<file path="src/rtl/cacheline_burst_adaptor_if.sv">
// Bus bundle for cacheline_burst_adaptor: the line-side request/response
// from the cache arbiter and the beat-side physical memory port.
// The slave modport is the adaptor's view. The master modport is the view
// of whoever drives the arbiter requests and plays the memory.
interface cacheline_burst_adaptor_if;
  logic         mem_read;
  logic         mem_write;
  logic [31:0]  mem_address;
  logic [255:0] mem_wdata;
  logic [255:0] mem_rdata;
  logic         mem_resp;

  logic         pmem_read;
  logic         pmem_write;
  logic [31:0]  pmem_address;
  logic [63:0]  pmem_wdata;
  logic [63:0]  pmem_rdata;
  logic         pmem_resp;

  modport master (
    output mem_read, mem_write, mem_address, mem_wdata,
    output pmem_rdata, pmem_resp,
    input  mem_rdata, mem_resp,
    input  pmem_read, pmem_write, pmem_address, pmem_wdata
  );

  modport slave (
    input  mem_read, mem_write, mem_address, mem_wdata,
    input  pmem_rdata, pmem_resp,
    output mem_rdata, mem_resp,
    output pmem_read, pmem_write, pmem_address, pmem_wdata
  );
endinterface

</file>
<file path="src/rtl/cacheline_burst_adaptor.sv">
// cacheline_burst_adaptor: splits one 256-bit line transfer into four 64-bit
// beats on the physical memory port and reassembles read beats into a line.
// Beat 0 is line bits [63:0]. Only one line transaction is in flight at a time.
//
// Build option: define ADAPTOR_ADDR_ALIGN_EN to force pmem_address to a
// 32-byte line boundary. Without the macro, the captured address passes
// through unchanged.
//
// state | meaning
// ------+-----------------------------------------------------------
// IDLE  | waiting for mem_read / mem_write (read wins)
// READ  | pmem_read high, collecting 4 beats into the line register
// WRITE | pmem_write high, presenting 4 beats from the write buffer
// DONE  | one-cycle mem_resp; held requests are not re-accepted here
module cacheline_burst_adaptor (
  input  logic                        clk,
  input  logic                        rst,
  cacheline_burst_adaptor_if.slave    bus
);

  typedef enum logic [1:0] {
    IDLE  = 2'd0,
    READ  = 2'd1,
    WRITE = 2'd2,
    DONE  = 2'd3
  } state_t;

  state_t       state;
  state_t       state_n;

  logic [1:0]   cnt;
  logic [1:0]   cnt_inc;
  logic [255:0] wbuf;
  logic [255:0] rdata_q;
  logic         resp_q;
  logic         pread_q;
  logic         pwrite_q;
  logic [31:0]  paddr_q;
  logic [63:0]  pwdata_q;
  logic [31:0]  addr_sel;

  logic         accept_rd;
  logic         accept_wr;
  logic         beat;

`ifdef ADAPTOR_ADDR_ALIGN_EN
  assign addr_sel = {bus.mem_address[31:5], 5'b0};
`else
  assign addr_sel = bus.mem_address;
`endif

  assign cnt_inc = cnt + 2'd1;

  // Next-state decode plus the acceptance and beat strobes used by the datapath
  always_comb begin
    state_n   = state;
    accept_rd = 1'b0;
    accept_wr = 1'b0;
    beat      = 1'b0;
    case (state)
      IDLE: begin
        if (bus.mem_read) begin
          accept_rd = 1'b1;
          state_n   = READ;
        end else if (bus.mem_write) begin
          accept_wr = 1'b1;
          state_n   = WRITE;
        end
      end
      READ, WRITE: begin
        if (bus.pmem_resp) begin
          beat = 1'b1;
          if (cnt == 2'd3) begin
            state_n = DONE;
          end
        end
      end
      DONE: begin
        state_n = IDLE;
      end
      default: begin
        state_n = IDLE;
      end
    endcase
  end

  // State register
  always_ff @(posedge clk or posedge rst) begin
    if (rst) begin
      state <= IDLE;
    end else begin
      state <= state_n;
    end
  end

  // Registered outputs, beat counter, write buffer and read-line assembly
  always_ff @(posedge clk or posedge rst) begin
    if (rst) begin
      cnt      <= 2'd0;
      wbuf     <= '0;
      rdata_q  <= '0;
      resp_q   <= 1'b0;
      pread_q  <= 1'b0;
      pwrite_q <= 1'b0;
      paddr_q  <= '0;
      pwdata_q <= '0;
    end else begin
      // Strobes follow the next state so that they come straight from flops
      // and line up with the state they belong to.
      resp_q   <= (state_n == DONE);
      pread_q  <= (state_n == READ);
      pwrite_q <= (state_n == WRITE);

      if (accept_rd || accept_wr) begin
        cnt     <= 2'd0;
        paddr_q <= addr_sel;
      end

      if (accept_wr) begin
        wbuf     <= bus.mem_wdata;
        pwdata_q <= bus.mem_wdata[63:0];
      end

      if (beat) begin
        cnt <= cnt_inc;
        if (state == READ) begin
          rdata_q[{cnt, 6'b0} +: 64] <= bus.pmem_rdata;
        end
        // After the final beat the last word is held, not wrapped to beat 0.
        if ((state == WRITE) && (cnt != 2'd3)) begin
          pwdata_q <= wbuf[{cnt_inc, 6'b0} +: 64];
        end
      end
    end
  end

  assign bus.mem_rdata    = rdata_q;
  assign bus.mem_resp     = resp_q;
  assign bus.pmem_read    = pread_q;
  assign bus.pmem_write   = pwrite_q;
  assign bus.pmem_address = paddr_q;
  assign bus.pmem_wdata   = pwdata_q;

endmodule

</file>
<file path="src/flat_wrapper.sv">
// flat-port wrapper written by rule: the top's interface ports become plain ports
module cacheline_burst_adaptor_flat 
  (clk, rst, bus_mem_read, bus_mem_write, bus_mem_address, bus_mem_wdata, bus_pmem_rdata, bus_pmem_resp, bus_mem_rdata, bus_mem_resp, bus_pmem_read, bus_pmem_write, bus_pmem_address, bus_pmem_wdata);
  cacheline_burst_adaptor_if bus_i ();
  input  logic clk;
  input  logic rst;
  input wire logic [$bits(bus_i.mem_read)-1:0] bus_mem_read;
  input wire logic [$bits(bus_i.mem_write)-1:0] bus_mem_write;
  input wire logic [$bits(bus_i.mem_address)-1:0] bus_mem_address;
  input wire logic [$bits(bus_i.mem_wdata)-1:0] bus_mem_wdata;
  input wire logic [$bits(bus_i.pmem_rdata)-1:0] bus_pmem_rdata;
  input wire logic [$bits(bus_i.pmem_resp)-1:0] bus_pmem_resp;
  output wire logic [$bits(bus_i.mem_rdata)-1:0] bus_mem_rdata;
  output wire logic [$bits(bus_i.mem_resp)-1:0] bus_mem_resp;
  output wire logic [$bits(bus_i.pmem_read)-1:0] bus_pmem_read;
  output wire logic [$bits(bus_i.pmem_write)-1:0] bus_pmem_write;
  output wire logic [$bits(bus_i.pmem_address)-1:0] bus_pmem_address;
  output wire logic [$bits(bus_i.pmem_wdata)-1:0] bus_pmem_wdata;
  assign bus_i.mem_read = bus_mem_read;
  assign bus_i.mem_write = bus_mem_write;
  assign bus_i.mem_address = bus_mem_address;
  assign bus_i.mem_wdata = bus_mem_wdata;
  assign bus_i.pmem_rdata = bus_pmem_rdata;
  assign bus_i.pmem_resp = bus_pmem_resp;
  assign bus_mem_rdata = bus_i.mem_rdata;
  assign bus_mem_resp = bus_i.mem_resp;
  assign bus_pmem_read = bus_i.pmem_read;
  assign bus_pmem_write = bus_i.pmem_write;
  assign bus_pmem_address = bus_i.pmem_address;
  assign bus_pmem_wdata = bus_i.pmem_wdata;
  cacheline_burst_adaptor u_core (.clk(clk), .rst(rst), .bus(bus_i));
endmodule
</file>
<file path="config.mk">
export PLATFORM = sky130hd
export DESIGN_NAME = cacheline_burst_adaptor_flat
export DESIGN_NICKNAME = d
export VERILOG_FILES = /design/src/rtl/cacheline_burst_adaptor_if.sv /design/src/rtl/cacheline_burst_adaptor.sv /design/src/flat_wrapper.sv
export SDC_FILE = /design/constraint.sdc
export NUM_CORES = 1
export LEC_CHECK = 0
export CORE_ASPECT_RATIO = 1.5
export CORE_MARGIN = 8
export CORE_UTILIZATION = 35
export CTS_CLUSTER_DIAMETER = 80
export DETAILED_ROUTE_END_ITERATION = 16
export HOLD_SLACK_MARGIN = 0.15
export PLACE_DENSITY_LB_ADDON = 0.2
export SKIP_LAST_GASP = 1
export SLEW_MARGIN = 5
export SYNTH_ARGS = -nofsm -noshare
export SYNTH_HDL_FRONTEND = slang
export SYNTH_SLANG_ARGS = --single-unit
</file>
<file path="constraint.sdc">
create_clock -name clk -period 42.6 [get_ports clk]
set_input_delay 6.39 -clock clk [delete_from_list [all_inputs] [get_ports clk]]
set_output_delay 6.39 -clock clk [all_outputs]
set_load 0.01 [all_outputs]
</file>
**After elaboration in Yosys (flattened, before gate mapping)**

Index checks and enable logic that the tools add are counted.
W data, S select, Z words.

- Memories kept: 0
- Input bits: 357
- RAM bits: 0
- Bits in latches: 0
- Bits in registers: 615
- Word-level logic and storage cells: 46
- Bits in read-only memories: 0

- Reductions and logical operators: 6
- Divide/modulo/power cells: 0
- Shifts and indexed selects: 3
- Bitwise gates (word level): 0
- $mul: 0
- Eq/ne operators: 8
- $add $sub $neg: 2
- Order comparisons: 0
- Mux-type cells: 18

Operator list:

| operator | count |
|---|---|
| $bwmux W256 | 1 |
| $shift A64 B10 Y256 const A | 1 |
| $shiftx A256 B9 Y64 | 1 |
| $shiftx A64 B10 Y256 | 1 |
| $mux W64 | 3 |
| $mux W2 | 6 |
| $eq A2 B2 Y1 const B | 5 |
| $neg A8 Y10 | 1 |
| $mux W1 | 7 |
| $pmux W2 S3 | 1 |
| $eq A2 B1 Y1 const B | 2 |
| $add A2 B1 Y2 const B | 1 |
| $logic_not A2 Y1 | 1 |
| $ne A2 B2 Y1 const B | 1 |
| $reduce_and A2 Y1 | 1 |
| $reduce_bool A2 Y1 | 1 |
| $reduce_or A2 Y1 | 1 |
| $logic_and A1 B1 Y1 | 1 |
| $logic_or A1 B1 Y1 | 1 |

**Longest topological paths before layout**

- Word-level depth: 6
- Depth in mapped cells: 10
- Gate-level depth less buffers: 5

**Worst setup path after synthesis**

OpenSTA, ideal clock, no wires.

- Path kind: input -> register
- From: in bus_pmem_resp
- To: reg u_core.rdata_q[138] (netlist: u_core.bus.mem_rdata[138])
- Path buffers: 4
- Data arrival time: 7.401 ns
- Data required time: 42.523 ns
- Setup time: 0.077 ns
- Path slack: 35.122 ns
- Stages on the path: 7
- Path through: buf_2 > nand4_1 > buf_2 > buf_2 > buf_1 > nand2_1 > o21ai_1

- Word-level cells in the longest chain between the ends: 3

RTL lines:

| element | line | source |
|---|---|---|
| start: declaration | flat_wrapper.sv:12 | `input wire logic [$bits(bus_i.pmem_resp)-1:0] bus_pmem_resp;` |
| $mux W1 | cacheline_burst_adaptor.sv:71 | `if (bus.pmem_resp) begin` |
| $mux W1 | cacheline_burst_adaptor.sv:60 | `case (state)` |
| $reduce_and A2 Y1 (no line) | n/a |  |
| end signal: indexed assignment | cacheline_burst_adaptor.sv:127 | `rdata_q[{cnt, 6'b0} +: 64] <= bus.pmem_rdata;` |
| end: declaration | cacheline_burst_adaptor.sv:34 | `logic [255:0] rdata_q;` |

Every way passes these cells.
A chain may end at the register's enable or synchronous reset.

**Worst setup path in the final report**

- From: in bus_pmem_resp
- To: reg u_core.pwdata_q[22] (netlist: u_core.bus.pmem_wdata[22])

- Word-level cells in the longest chain between the ends: 3

RTL lines:

| element | line | source |
|---|---|---|
| $mux W1 | cacheline_burst_adaptor.sv:71 |  |
| $mux W1 | cacheline_burst_adaptor.sv:60 |  |
| $mux W64 | cacheline_burst_adaptor.sv:124 | `if (beat) begin` |
| end signal: assignment | cacheline_burst_adaptor.sv:121 | `pwdata_q <= bus.mem_wdata[63:0];` |
| end signal: assignment | cacheline_burst_adaptor.sv:131 | `pwdata_q <= wbuf[{cnt_inc, 6'b0} +: 64];` |
| end: declaration | cacheline_burst_adaptor.sv:39 | `logic [63:0] pwdata_q;` |

Every way passes these cells.

==> flow_summary_export.csv <==
group,metric,value,unit
status,status,"finished clean",
yosys,yosys.area.top_type_share,60.6,%
routing,wl,89300,um
yosys,synth.area.top_cells,"dfrtp_1, nand2_1, mux4_2",
yosys,syn_area_per_cell,9.63,um^2
global_routing,grt.total_usage,21.7,%
clock_network,cts-root-buf,"clkbuf_16",
final_layout,multi_input_area,0.00913,mm^2
yosys,synth.most_common_cell,"nand2_1",
min_path,min-delay-start,"u_core.wbuf[243]",
place,place_congestion,0.840,
yosys,synth_compound_area_share,7.03,%
timing,drv_slew,0,
floorplanning,die_h,346,um
global_routing,grt_antenna_before_repair,32,
power,ir_drop,40.8,uV
yosys,async_reset_ff_share,100,%
routing,drt_iter0_markers,1509,
worst_setup_path,reg2reg_to,"u_core.bus.pmem_wdata[22]",
routing,routedWlPerCell,21.0,um
timing,final-hold-violation-count,0,
yosys,syn-cell-area,0.0254,mm^2
power,power.density,63.1,mW/mm^2
yosys,synth_top_family_by_area,"simple AND/OR/NAND/NOR gates",
timing,fin_crit,8.85,ns
global_routing,gr-usage-met1,25.9,%
power,power_leakage,15.8,nW
global_routing,grt_pass1_wl,138000,um
global_routing,grt_pass1_vias,22056,
timing,fin_crit_sh,20.8,%
place,dp_cells,4117,
yosys,synth.area.mux_share,7.10,%
floorplanning,ioPinCount,712,
floorplanning,fp.dieArea,0.0816,mm^2
run,cap_violations,0,
yosys,netlist_top_cells_count,"nand2_1, dfrtp_1, o21ai_0, clkbuf_1, nor2_1",
final_layout,fin_cells,4254,
clock_network,clk_path_buf_depth,3,
routing,vias,20840,
clock_network,numCtsBuffers,66,
timing,finalSetupTns,0,ns
routing,first_pass_iters,5,
min_path,min_to,"u_core.wbuf[243]",
timing,skew,0.0227,ns
clock_network,h-tree-depth,3,
timing,setup_violations,0,
final_layout,n_fill_cell,6684,
routing,vias_per_cell,4.90,
worst_setup_path,cp-start-kind,"input port",
timing,fmax,0.113,GHz
yosys,synth.distinct_cells,34,
min_path,holdPathStages,2,
worst_setup_path,setup.worst_path.class,"input port to flop",
clock_network,cts_setup_buffers,0,
floorplanning,rows,121,
place,pre_cts_slack,33.11,ns
yosys,synth_xor_xnor_area_share,0,%
clock_network,cts_num_sinks,615,
floorplanning,core,0.0722,mm^2
yosys,yosys.area.top_type,"dfrtp_1",
routing,ant_nets,0,
final_layout,drive_gt1_share,7.25,%
final_layout,register_area,0.0154,mm^2
global_routing,grt_use_met2,35.2,%
timing,holdWs,0.466,ns
clock_network,clk_pin_slew_worst_paths,0.06,ns
yosys,synth_edf_count,0,
worst_setup_path,reg2reg_from,"u_core.cnt[0]",
final_layout,nNetsFinal,3630,
yosys,synth_flop_cell,"dfrtp_1",
place,dp_hpwl,64700,um
worst_setup_path,ff2ff_path_depth,7,
yosys,postSynthCellCount,2636,
worst_setup_path,crit_required,43.11,ns
yosys,synth_warnings,0,
final_layout,area_delta_synth_final,39.1,%
clock_network,cts_tree,"yes",
clock_network,hold_buffers,0,
timing,worst_slack,33.75,ns
floorplanning,initial_utilization,35.1,%
yosys,yosys.area_share.simple,21.1,%
timing,worst_pin_slew,1.19,ns
clock_network,ctsResizeCount,0,
min_path,min_path_type,"flop to flop",
timing,slew-limit-headroom,20.7,%
global_routing,grt.busiest_layer,"met2",
yosys,seq_area_frac_synth,60.6,%
clock_network,worst_skew_pair.late_latency,0.60,ns
yosys,synth_fp_nets,3003,
place,io_buffers,711,
worst_setup_path,r2r_setup_slack,38.31,ns
worst_setup_path,path_max_fanout,68,
worst_setup_path,worstPathArrival,9.35,ns
global_routing,gr-usage-met3,8.31,%
global_routing,overflow,0,
worst_setup_path,cp-startpoint,"bus_pmem_resp",
worst_setup_path,crit_path_end_kind,"flop",
yosys,synthAdderAreaFrac,0.493,%
global_routing,grt_start_max_net_pins,183,
routing,drc_errors,0,
floorplanning,die_w,236,um
timing,rsz0062_at_grt,"false",
yosys,ys_seq_elements,615,
cell usage in the layout (no fill, tap or decap), types with 9 or more instances in the layout:
cell / instances
a22o_1: 15
a31oi_1: 64
buf_4: 25
clkbuf_1: 11
clkbuf_16: 68
clkbuf_8: 13
clkdlybuf4s50_1: 711
clkinv_2: 9
dfrtp_1: 614
diode_2: 22
ha_1: 9
mux2_2: 32
mux4_2: 64
nand2_1: 1317
nor2_1: 65
o21ai_0: 180
o21ai_1: 63
critical path, stage by stage:
cell and delay, ns:
clkdlybuf4s50_1 0.60, nand4b_1 0.75, buf_4 0.54, buf_4 0.66
nor2_1 0.11, a31oi_1 0.19
sequential cells by signal, summed over array words and instances (netlist names):
signal                   cells
u_core.bus.pmem_wdata       64
u_core.bus.pmem_address     32
u_core.cnt                   2
u_core.wbuf                256
u_core.state                 2
u_core.bus.pmem_read         1
u_core.bus.pmem_write        1
u_core.bus.mem_rdata       256
u_core.bus.mem_resp          1
area by class of cell:
type / count / area share (%)
Sequential cell: 615 / 43.6
Multi-Input combinational cell: 1836 / 25.9
Timing Repair Buffer: 738 / 20.8
Clock buffer: 92 / 5.44
Tap cell: 922 / 3.27
Clock inverter: 23 / 0.790
Antenna cell: 22 / 0.156
Inverter: 6 / 0.0851
power breakdown:
group / total (mW) / internal (mW) / switching, mW / leakage, nW
Combinational: 0.752 / 0.368 / 0.383 / 6.76
Sequential: 0.887 / 0.773 / 0.114 / 7.98
Clock: 0.588 / 0.347 / 0.241 / 1.08
Total: 2.23 / 1.49 / 0.739 / 15.8
logic make-up (layout without fill, tap and decap cells):
logic type,Yosys count,count (layout)
buffers and inverters,185,859
AND/OR/NAND/NOR,1402,1402
multiplexers,96,96
flip-flops,615,615
AO/OA/AOI/OAI,328,328
other,0,22
adder cells (fa/ha/maj),10,10
stage by stage:
stage,area (um^2),power [mW],util [%]
after floorplan,25400,1.33,-
after global placement,33000,1.63,45.8
after global routing,35300,2.37,48.9
final,35300,2.23,48.9
after CTS,35300,2.26,48.8
after detailed placement,33000,1.66,45.8
worst max-delay path by stage:
stage | end | slack (ns) | depth (start not counted)
after floorplan | u_core.bus.mem_rdata[0] | 18.99 | 1
after global placement | u_core.bus.pmem_wdata[40] | 33.19 | 6
after detailed placement | u_core.bus.pmem_wdata[44] | 33.11 | 6
after CTS | u_core.bus.pmem_wdata[44] | 33.76 | 6
after global routing | u_core.bus.pmem_wdata[44] | 33.45 | 6
final | u_core.bus.pmem_wdata[22] | 33.75 | 6
layer usage:
| layer | vias up | part of all wire [%] |
|---|---|---|
| li1 | 9790 | - |
| met1 | 10133 | 39 |
| met2 | 749 | 47 |
| met3 | 150 | 10 |
| met4 | 18 | 3.2 |
| met5 | - | 0.14 |
No activity file was read; power rests on OpenSTA's default activity.
